===== src/rtl/bcd_conv_scheduler.sv =====
// bcd_conv_scheduler: round-robin shared double-dabble binary-to-BCD converter, one shift per cycle.
// Optional BCD_LEADING_BLANK_EN replaces leading zero digits with blank code 4'hB.
module bcd_conv_scheduler #(
    parameter int WIDTH = 13,
    parameter int ITER  = 13
) (
    input  logic             clock,
    input  logic             reset,
    input  logic             req0,
    input  logic [WIDTH-1:0] bin0,
    input  logic             req1,
    input  logic [WIDTH-1:0] bin1,
    output logic             ack0,
    output logic             ack1,
    output logic             busy,
    output logic             done,
    output logic             src,
    output logic [3:0]       thousands,
    output logic [3:0]       hundreds,
    output logic [3:0]       tens,
    output logic [3:0]       ones
);
    typedef enum logic [1:0] {IDLE, SHIFT, DONE} state_t;
    state_t           state_q;
    logic [WIDTH-1:0] op_q;
    logic [3:0]       cnt_q;
    logic [15:0]      dig_q, out_q, adj, nxt, out_d;
    logic             grant_q, last_q, src_q, ack0_q, ack1_q, done_q, g;
    always_comb begin
        g = (req0 && req1) ? ~last_q : req1;
        adj = dig_q;
        for (int i = 0; i < 4; i++)
            adj[i*4 +: 4] = dig_q[i*4 +: 4] >= 4'd5 ? dig_q[i*4 +: 4] + 4'd3 : dig_q[i*4 +: 4];
        nxt = {adj[14:0], op_q[cnt_q]};
`ifdef BCD_LEADING_BLANK_EN
        out_d[15:12] = nxt[15:12] == 4'd0 ? 4'hB : nxt[15:12];
        out_d[11:8]  = nxt[15:8] == 8'd0 ? 4'hB : nxt[11:8];
        out_d[7:4]   = nxt[15:4] == 12'd0 ? 4'hB : nxt[7:4];
        out_d[3:0]   = nxt[3:0];
`else
        out_d = nxt;
`endif
    end
    always_ff @(posedge clock or posedge reset) begin
        if (reset) begin
            state_q <= IDLE;
            op_q    <= '0;
            cnt_q   <= '0;
            dig_q   <= '0;
            out_q   <= '0;
            grant_q <= 1'b0;
            last_q  <= 1'b1;
            src_q   <= 1'b0;
            ack0_q  <= 1'b0;
            ack1_q  <= 1'b0;
            done_q  <= 1'b0;
        end else begin
            ack0_q <= 1'b0;
            ack1_q <= 1'b0;
            done_q <= 1'b0;
            case (state_q)
                IDLE: if (req0 || req1) begin
                    grant_q <= g;
                    last_q  <= g;
                    op_q    <= g ? bin1 : bin0;
                    dig_q   <= '0;
                    cnt_q   <= 4'(ITER - 1);
                    state_q <= SHIFT;
                end
                SHIFT: begin
                    dig_q <= nxt;
                    cnt_q <= cnt_q - 4'd1;
                    // Final iteration goes straight to the display registers so digits never show partial values
                    if (cnt_q == 4'd0) begin
                        out_q   <= out_d;
                        src_q   <= grant_q;
                        ack0_q  <= ~grant_q;
                        ack1_q  <= grant_q;
                        done_q  <= 1'b1;
                        state_q <= DONE;
                    end
                end
                default: state_q <= IDLE;
            endcase
        end
    end
    assign busy      = state_q != IDLE;
    assign done      = done_q;
    assign ack0      = ack0_q;
    assign ack1      = ack1_q;
    assign src       = src_q;
    assign thousands = out_q[15:12];
    assign hundreds  = out_q[11:8];
    assign tens      = out_q[7:4];
    assign ones      = out_q[3:0];
endmodule


===== config.mk =====
export PLATFORM = sky130hd
export DESIGN_NAME = bcd_conv_scheduler
export DESIGN_NICKNAME = d
export VERILOG_FILES = /design/src/rtl/bcd_conv_scheduler.sv
export SDC_FILE = /design/constraint.sdc
export NUM_CORES = 1
export LEC_CHECK = 0
export BUFFER_PORTS_ARGS = -buffer_cell sky130_fd_sc_hd__buf_2
export CORE_ASPECT_RATIO = 0.75
export CORE_MARGIN = 2
export CORE_UTILIZATION = 50
export CTS_BUF_LIST = sky130_fd_sc_hd__clkbuf_2
export DETAILED_ROUTE_END_ITERATION = 12
export GPL_ROUTABILITY_DRIVEN = 0
export PLACE_DENSITY = 0.77
export SYNTH_ARGS = -nofsm -noshare
export SYNTH_HDL_FRONTEND = slang
export SYNTH_SLANG_ARGS = --single-unit
export TNS_END_PERCENT = 5

===== constraint.sdc =====
create_clock -name clock -period 3.3 [get_ports clock]
set_input_delay 0.66 -clock clock [delete_from_list [all_inputs] [get_ports clock]]
set_output_delay 0.66 -clock clock [all_outputs]
set_load 0.1 [all_outputs]

### Word-level counts from Yosys, hierarchy flattened

Cells that the tools add are included.

| word-level totals | value |
|---|---|
| logic and storage cells | 57 |
| memories kept | 0 |
| memory bits (writable) | 0 |
| ROM bits | 0 |
| bits in latches | 0 |
| bits in registers | 57 |

| operators by class | value |
|---|---|
| multipliers | 0 |
| divide/modulo/power cells | 0 |
| mux-type cells | 21 |
| reductions and logical operators | 10 |
| $lt $le $gt $ge | 5 |
| equal/unequal tests | 3 |
| shift operators | 0 |
| bitwise operators | 2 |
| add/sub/neg operators | 5 |

Operators with widths:

| operator | count |
|---|---|
| $pmux 16 s2 | 1 |
| $ge 4x3->1 const B | 4 |
| $mux 16 | 1 |
| $mux 4 | 4 |
| $mux 13 | 1 |
| $add 4x2->4 const B | 3 |
| $mux 1 | 8 |
| $pmux 4 s2 | 1 |
| $reduce_and 2->1 | 4 |
| $lt 4x5->1 const B | 1 |
| $bmux 1 s4 | 1 |
| $logic_not 4->1 | 1 |
| $mux 2 | 2 |
| $ne 2x2->1 const B | 2 |
| $pmux 2 s2 | 1 |
| $reduce_bool 2->1 | 2 |
| $sub 4x1->4 const B | 1 |
| $add 3x2->3 const B | 1 |
| $mux 3 | 1 |
| $eq 2x1->1 const B | 1 |
| $logic_not 2->1 | 1 |
| $not 1->1 | 2 |
| $logic_and 1x1->1 | 1 |
| $logic_or 1x1->1 | 1 |

### Longest topological paths before layout

| depth | value |
|---|---|
| depth after elaboration | 3 |
| gate-level depth with buffers | 8 |
| mapped depth without buffers | 6 |

### Worst setup path before layout

OpenSTA, ideal clock, no wires.

| timing | value |
|---|---|
| kind | reg-to-reg |
| start point | reg state_q[1] |
| end point | reg dig_q[1] |
| arrival time | 1731 ps |
| cell stages (with the launch flop) | 7 |
| buffers on the path | 2 |
| slack | 1437 ps |
| data required time | 3168 ps |
| clock period less this slack | 1863 ps |
| path through | dfrtp_1 or2_1 or2_1 buf_6 buf_6 nand3_2 o21ai_1 |

| on the way | value |
|---|---|
| word-level cells in the longest chain between the ends | 3 |
| elaborated cells between the ends (all ways) | 6 |

Ends and longest elaborated chain:

| element | RTL line | source |
|---|---|---|
| start, declared | 24 | `state_t state_q;` |
| start signal, assigned | 46 | `state_q <= IDLE;` |
| start signal, assigned | 68 | `state_q <= SHIFT;` |
| start signal, assigned | 80 | `state_q <= DONE;` |
| $eq 2x1->1 / $logic_not 2->1 (equally long branches) | 61 | `case (state_q)` |
| $reduce_bool 2->1 (no line) / $ne 2x2->1 (equally long branches) | n/a |  |
| $reduce_and 2->1 (no line) | n/a |  |
| end signal, assigned | 71 | `dig_q <= nxt;` |
| end, declared | 27 | `logic [15:0] dig_q, out_q, adj, nxt, out_d;` |

Several ways; a longest one is shown, not always the timed one.
A chain may end at the register's enable or synchronous reset.

### Final worst setup path

| timing | value |
|---|---|
| start point | reg state_q[1] |
| end point | out busy |

| on the way | value |
|---|---|
| word-level cells in the longest chain between the ends | 1 |

Ends and longest elaborated chain:

| element | RTL line | source |
|---|---|---|
| $reduce_bool 2->1 | 87 | `assign busy = state_q != IDLE;` |
| end, declared | 15 | `output logic busy,` |

No other way between the ends.

==> impl_metrics.toml <==
[floorplan]
die_h_microns = 69.90
start_util_pct = 52.95
core_sq_um = 5468
row_count = 23
fp.dieArea_sq_um = 6421
design.portCount = 51
die_span_in_x_microns = 91.87

[clock_tree]
total_clock_buffers_created_by_cts = 9
postCtsHoldBufs = 0
cts.repair_timing.setup_buffer_count = 0
clock-root-buffer = "sky130_fd_sc_hd__clkbuf_2"
tritoncts_clock_tree = "built"
cts_sinks = 57
clkTransAtPathRegs_ns = 0.16
cts.repair.resized = 0
clkLatencyLatePin_ns = 0.47
clock_tree.buffer_depth = 2
ctsHtreeMaxLevel = 3

[logic_synthesis]
yosys.cell_count.top_type = "sky130_fd_sc_hd__dfrtp_1"
synth_nets = 314
syn_area_sq_um = 2895
synth.lib_cells_used.distinct = 37
synth_seq_cells = 57
syn_inst = 275
postSynthAreaPerCell_sq_um = 10.53
ys_seq_area_share_pct = 49.31
synth.largest_area_cell = "sky130_fd_sc_hd__dfrtp_1"
yosys-top-cells-count = "sky130_fd_sc_hd__dfrtp_1, sky130_fd_sc_hd__nand2_1, sky130_fd_sc_hd__o21ai_1, sky130_fd_sc_hd__mux2i_1"
ffs_w_async_s_r_synth_pct = 100.0
synth_top_cells_by_area = "sky130_fd_sc_hd__dfrtp_1, sky130_fd_sc_hd__o21ai_1, sky130_fd_sc_hd__mux2i_1"
top_cell_type_s_share_of_synthesized_area_pct = 48.40
synth.yosys.warnings = 0
synth_edf_count = 0
synth_flop_cell = "sky130_fd_sc_hd__dfrtp_1"

[setup_path]
slowest_stage = "sky130_fd_sc_hd__dfrtp_1"
cp_cell_sequence = "or2_1 > buf_2"
critPathBufInv = 1
worst_r2r_endpoint = "out_q[0]$_DFFE_PP0P_"
slowest_stage_delay_on_critical_path_ns = 0.41
critPathMaxFanout = 3
path_class = "reg2out"
critical_path.top_delay_family = "flip-flops"
critical_path_required_ns = 2.64
r2r_start = "cnt_q[0]$_DFFE_PP0P_"
worst_setup_path_end_kind = "output port"
worstPathArrival_ns = 1.42
worst-r2r-setup-slack_ns = 1.34
r2r_cells = 7
crit_path_start = "state_q[1]$_DFFE_PP0P_"
critical_path_cell_count = 2
critical_path.endpoint = "busy"
cp-start-kind = "flip-flop"

[pwr]
p_int_mw = 1.711
combinationalPowerShare_pct = 55.4
p_switching_mw = 1.874
power.share.switching_pct = 52.27
power.static_leakage_nw = 1.581
seq_power_share_pct = 35.0
vdd_drop_max_mv = 0.7996
clockPowerShare_pct = 9.6
cellPowerDensity_nw_per_um2 = 1105

[route]
route.final.wire_length_microns = 5403
drc_errors = 0
routed_wire_length_per_instance_microns = 13.34
drtPass1Iterations = 4
first_iteration_detailed_routing_drc_count = 138
route.detailed.vias_per_inst = 5.314
detailroute.via_count = 2152
route.antenna.remaining_nets = 0

[global_route]
grt_max_degree = 37
antenna_found_initial = 0
aggregate_global_route_resource_usage_pct = 18.46
grt_pass1_vias = 1982
wire_length_of_the_first_global_routing_pass_microns = 9384
grt_overflow_total = 0

[sta]
rsz_0062_raised_after_global_routing = "false"
timing.setup.tns_ns = 0
highest_achievable_clock_rate_mhz = 479.7
final_hold_viol_count = 0
finalWorstPathRequiredPeriod_ns = 2.085
worstMarginPinSlew_ns = 1.009
final_number_of_max_transition_violations = 0
worst_slew_margin_rel_pct = 32.71
final.setup_skew_ns = 0.01936
min_period_over_period_pct = 63.17
setup_viol = 0

[worst_hold_path]
worst_hold_path_type = "in2async"

[outcome]
outcome = "complete, no violations"

[place]
place.detailed.hpwl_microns = 3816
placed_cells = 389
port_buffers = 50

[finish]
final_layout_size_suffix_gt1_share_pct = 31.82
num-fill-cells = 498
layout_overhead_on_the_synthesized_area_pct = 12.01
final_cell_count_no_fill = 405
antenna_cells_inserted = 0
number_of_nets_in_the_layout = 364

[flow_run]
cap_violations = 0
## how the worst min path moves through the flow
stage | slack, ns | end
6_report | 0.16 | out_q[14]$_DFFE_PP0P_
5_1_grt | 0.17 | out_q[15]$_DFFE_PP0P_
4_1_cts | 0.17 | out_q[14]$_DFFE_PP0P_
3_5_place_dp | 0.45 | ack0$_DFF_PP0_
3_3_place_gp | 0.45 | ack0$_DFF_PP0_
2_1_floorplan | 0.42 | ack0$_DFF_PP0_
## per-layer routing
metal  up-vias  share of wire [%]  GRT usage [%]
met5         -                  0              0
met4         0                1.2          4.975
met3         8                6.0          5.609
met2        64                 46          28.68
met1      1020                 47          25.39
li1       1060                  -              -
## cell usage in the layout (no fill, tap or decap), types with 3 or more instances in the layout
cell / synthesis / layout
sky130_fd_sc_hd__ha_1: 9 / 9
sky130_fd_sc_hd__o21ai_2: 13 / 13
sky130_fd_sc_hd__clkinv_2: 0 / 3
sky130_fd_sc_hd__clkbuf_2: 0 / 11
sky130_fd_sc_hd__nand2b_1: 5 / 5
sky130_fd_sc_hd__nor3b_1: 7 / 7
sky130_fd_sc_hd__o21ai_0: 4 / 4
sky130_fd_sc_hd__a32o_1: 4 / 4
sky130_fd_sc_hd__xnor2_1: 4 / 4
sky130_fd_sc_hd__mux2_2: 4 / 4
sky130_fd_sc_hd__buf_2: 8 / 50
sky130_fd_sc_hd__a21oi_1: 14 / 14
sky130_fd_sc_hd__o21ai_1: 34 / 34
sky130_fd_sc_hd__inv_1: 14 / 13
sky130_fd_sc_hd__dfrtp_1: 56 / 56
sky130_fd_sc_hd__nand3_2: 11 / 11
sky130_fd_sc_hd__nor2_1: 5 / 5
sky130_fd_sc_hd__mux2i_1: 16 / 16
sky130_fd_sc_hd__or3_1: 4 / 4
sky130_fd_sc_hd__nand2_1: 36 / 36
sky130_fd_sc_hd__buf_4: 1 / 5
## per-stage QoR
stage | area, sq um | utilization (%) | hold WS, ns | power (mW) | setup slack (ns)
floorplan | 2895 | - | 0.4171 | 2.921 | 1.242
global placement | 3166 | 57.89 | 0.4496 | 3.186 | 1.246
detailed placement | 3166 | 57.89 | 0.4453 | 3.263 | 1.201
CTS | 3243 | 59.31 | 0.1727 | 3.611 | 1.196
global route | 3243 | 59.31 | 0.1746 | 3.850 | 1.093
finish | 3243 | 59.31 | 0.1623 | 3.585 | 1.215
## power by group through the flow
stage / sequential (mW) / combinational (mW) / clock (mW)
CTS: 1.25 / 2.01 / 0.353
detailed placement: 1.26 / 2.00 / 0
floorplan: 1.81 / 1.11 / 0
global placement: 1.25 / 1.93 / 0
finish: 1.26 / 1.99 / 0.343
global route: 1.30 / 2.16 / 0.390
## sequential cells by signal, summed over array words and instances (netlist names)
signal	flops
dig_q	16
out_q	16
src	1
op_q	13
cnt_q	4
ack0	1
ack1	1
done	1
last_q	1
state_q	2
grant_q	1
## area by class of cell
| class | count | area, sq um | share of cell area [%] |
|---|---|---|---|
| tap | 75 | 93.84 | 2.894 |
| multi-input combinational | 188 | 1304 | 40.20 |
| clock inverter | 5 | 22.52 | 0.6944 |
| inverter | 14 | 52.55 | 1.620 |
| sequential | 57 | 1428 | 44.02 |
| timing repair buffer | 55 | 287.8 | 8.873 |
| clock buffer | 11 | 55.05 | 1.698 |
## logic make-up (layout without fill, tap and decap cells)
group	after synthesis	count (layout)	share of synthesized area (%)
adders and majority gates	9	9	3.889
buffers and inverters	30	85	5.661
muxes	22	22	8.643
DFF	57	57	49.31
and+or+nand+nor	78	78	15.17
AOI/OAI and AO/OA	75	75	16.12
xor gates and xnor gates	4	4	1.210
Note: power is estimated with default switching activity, not from simulation.
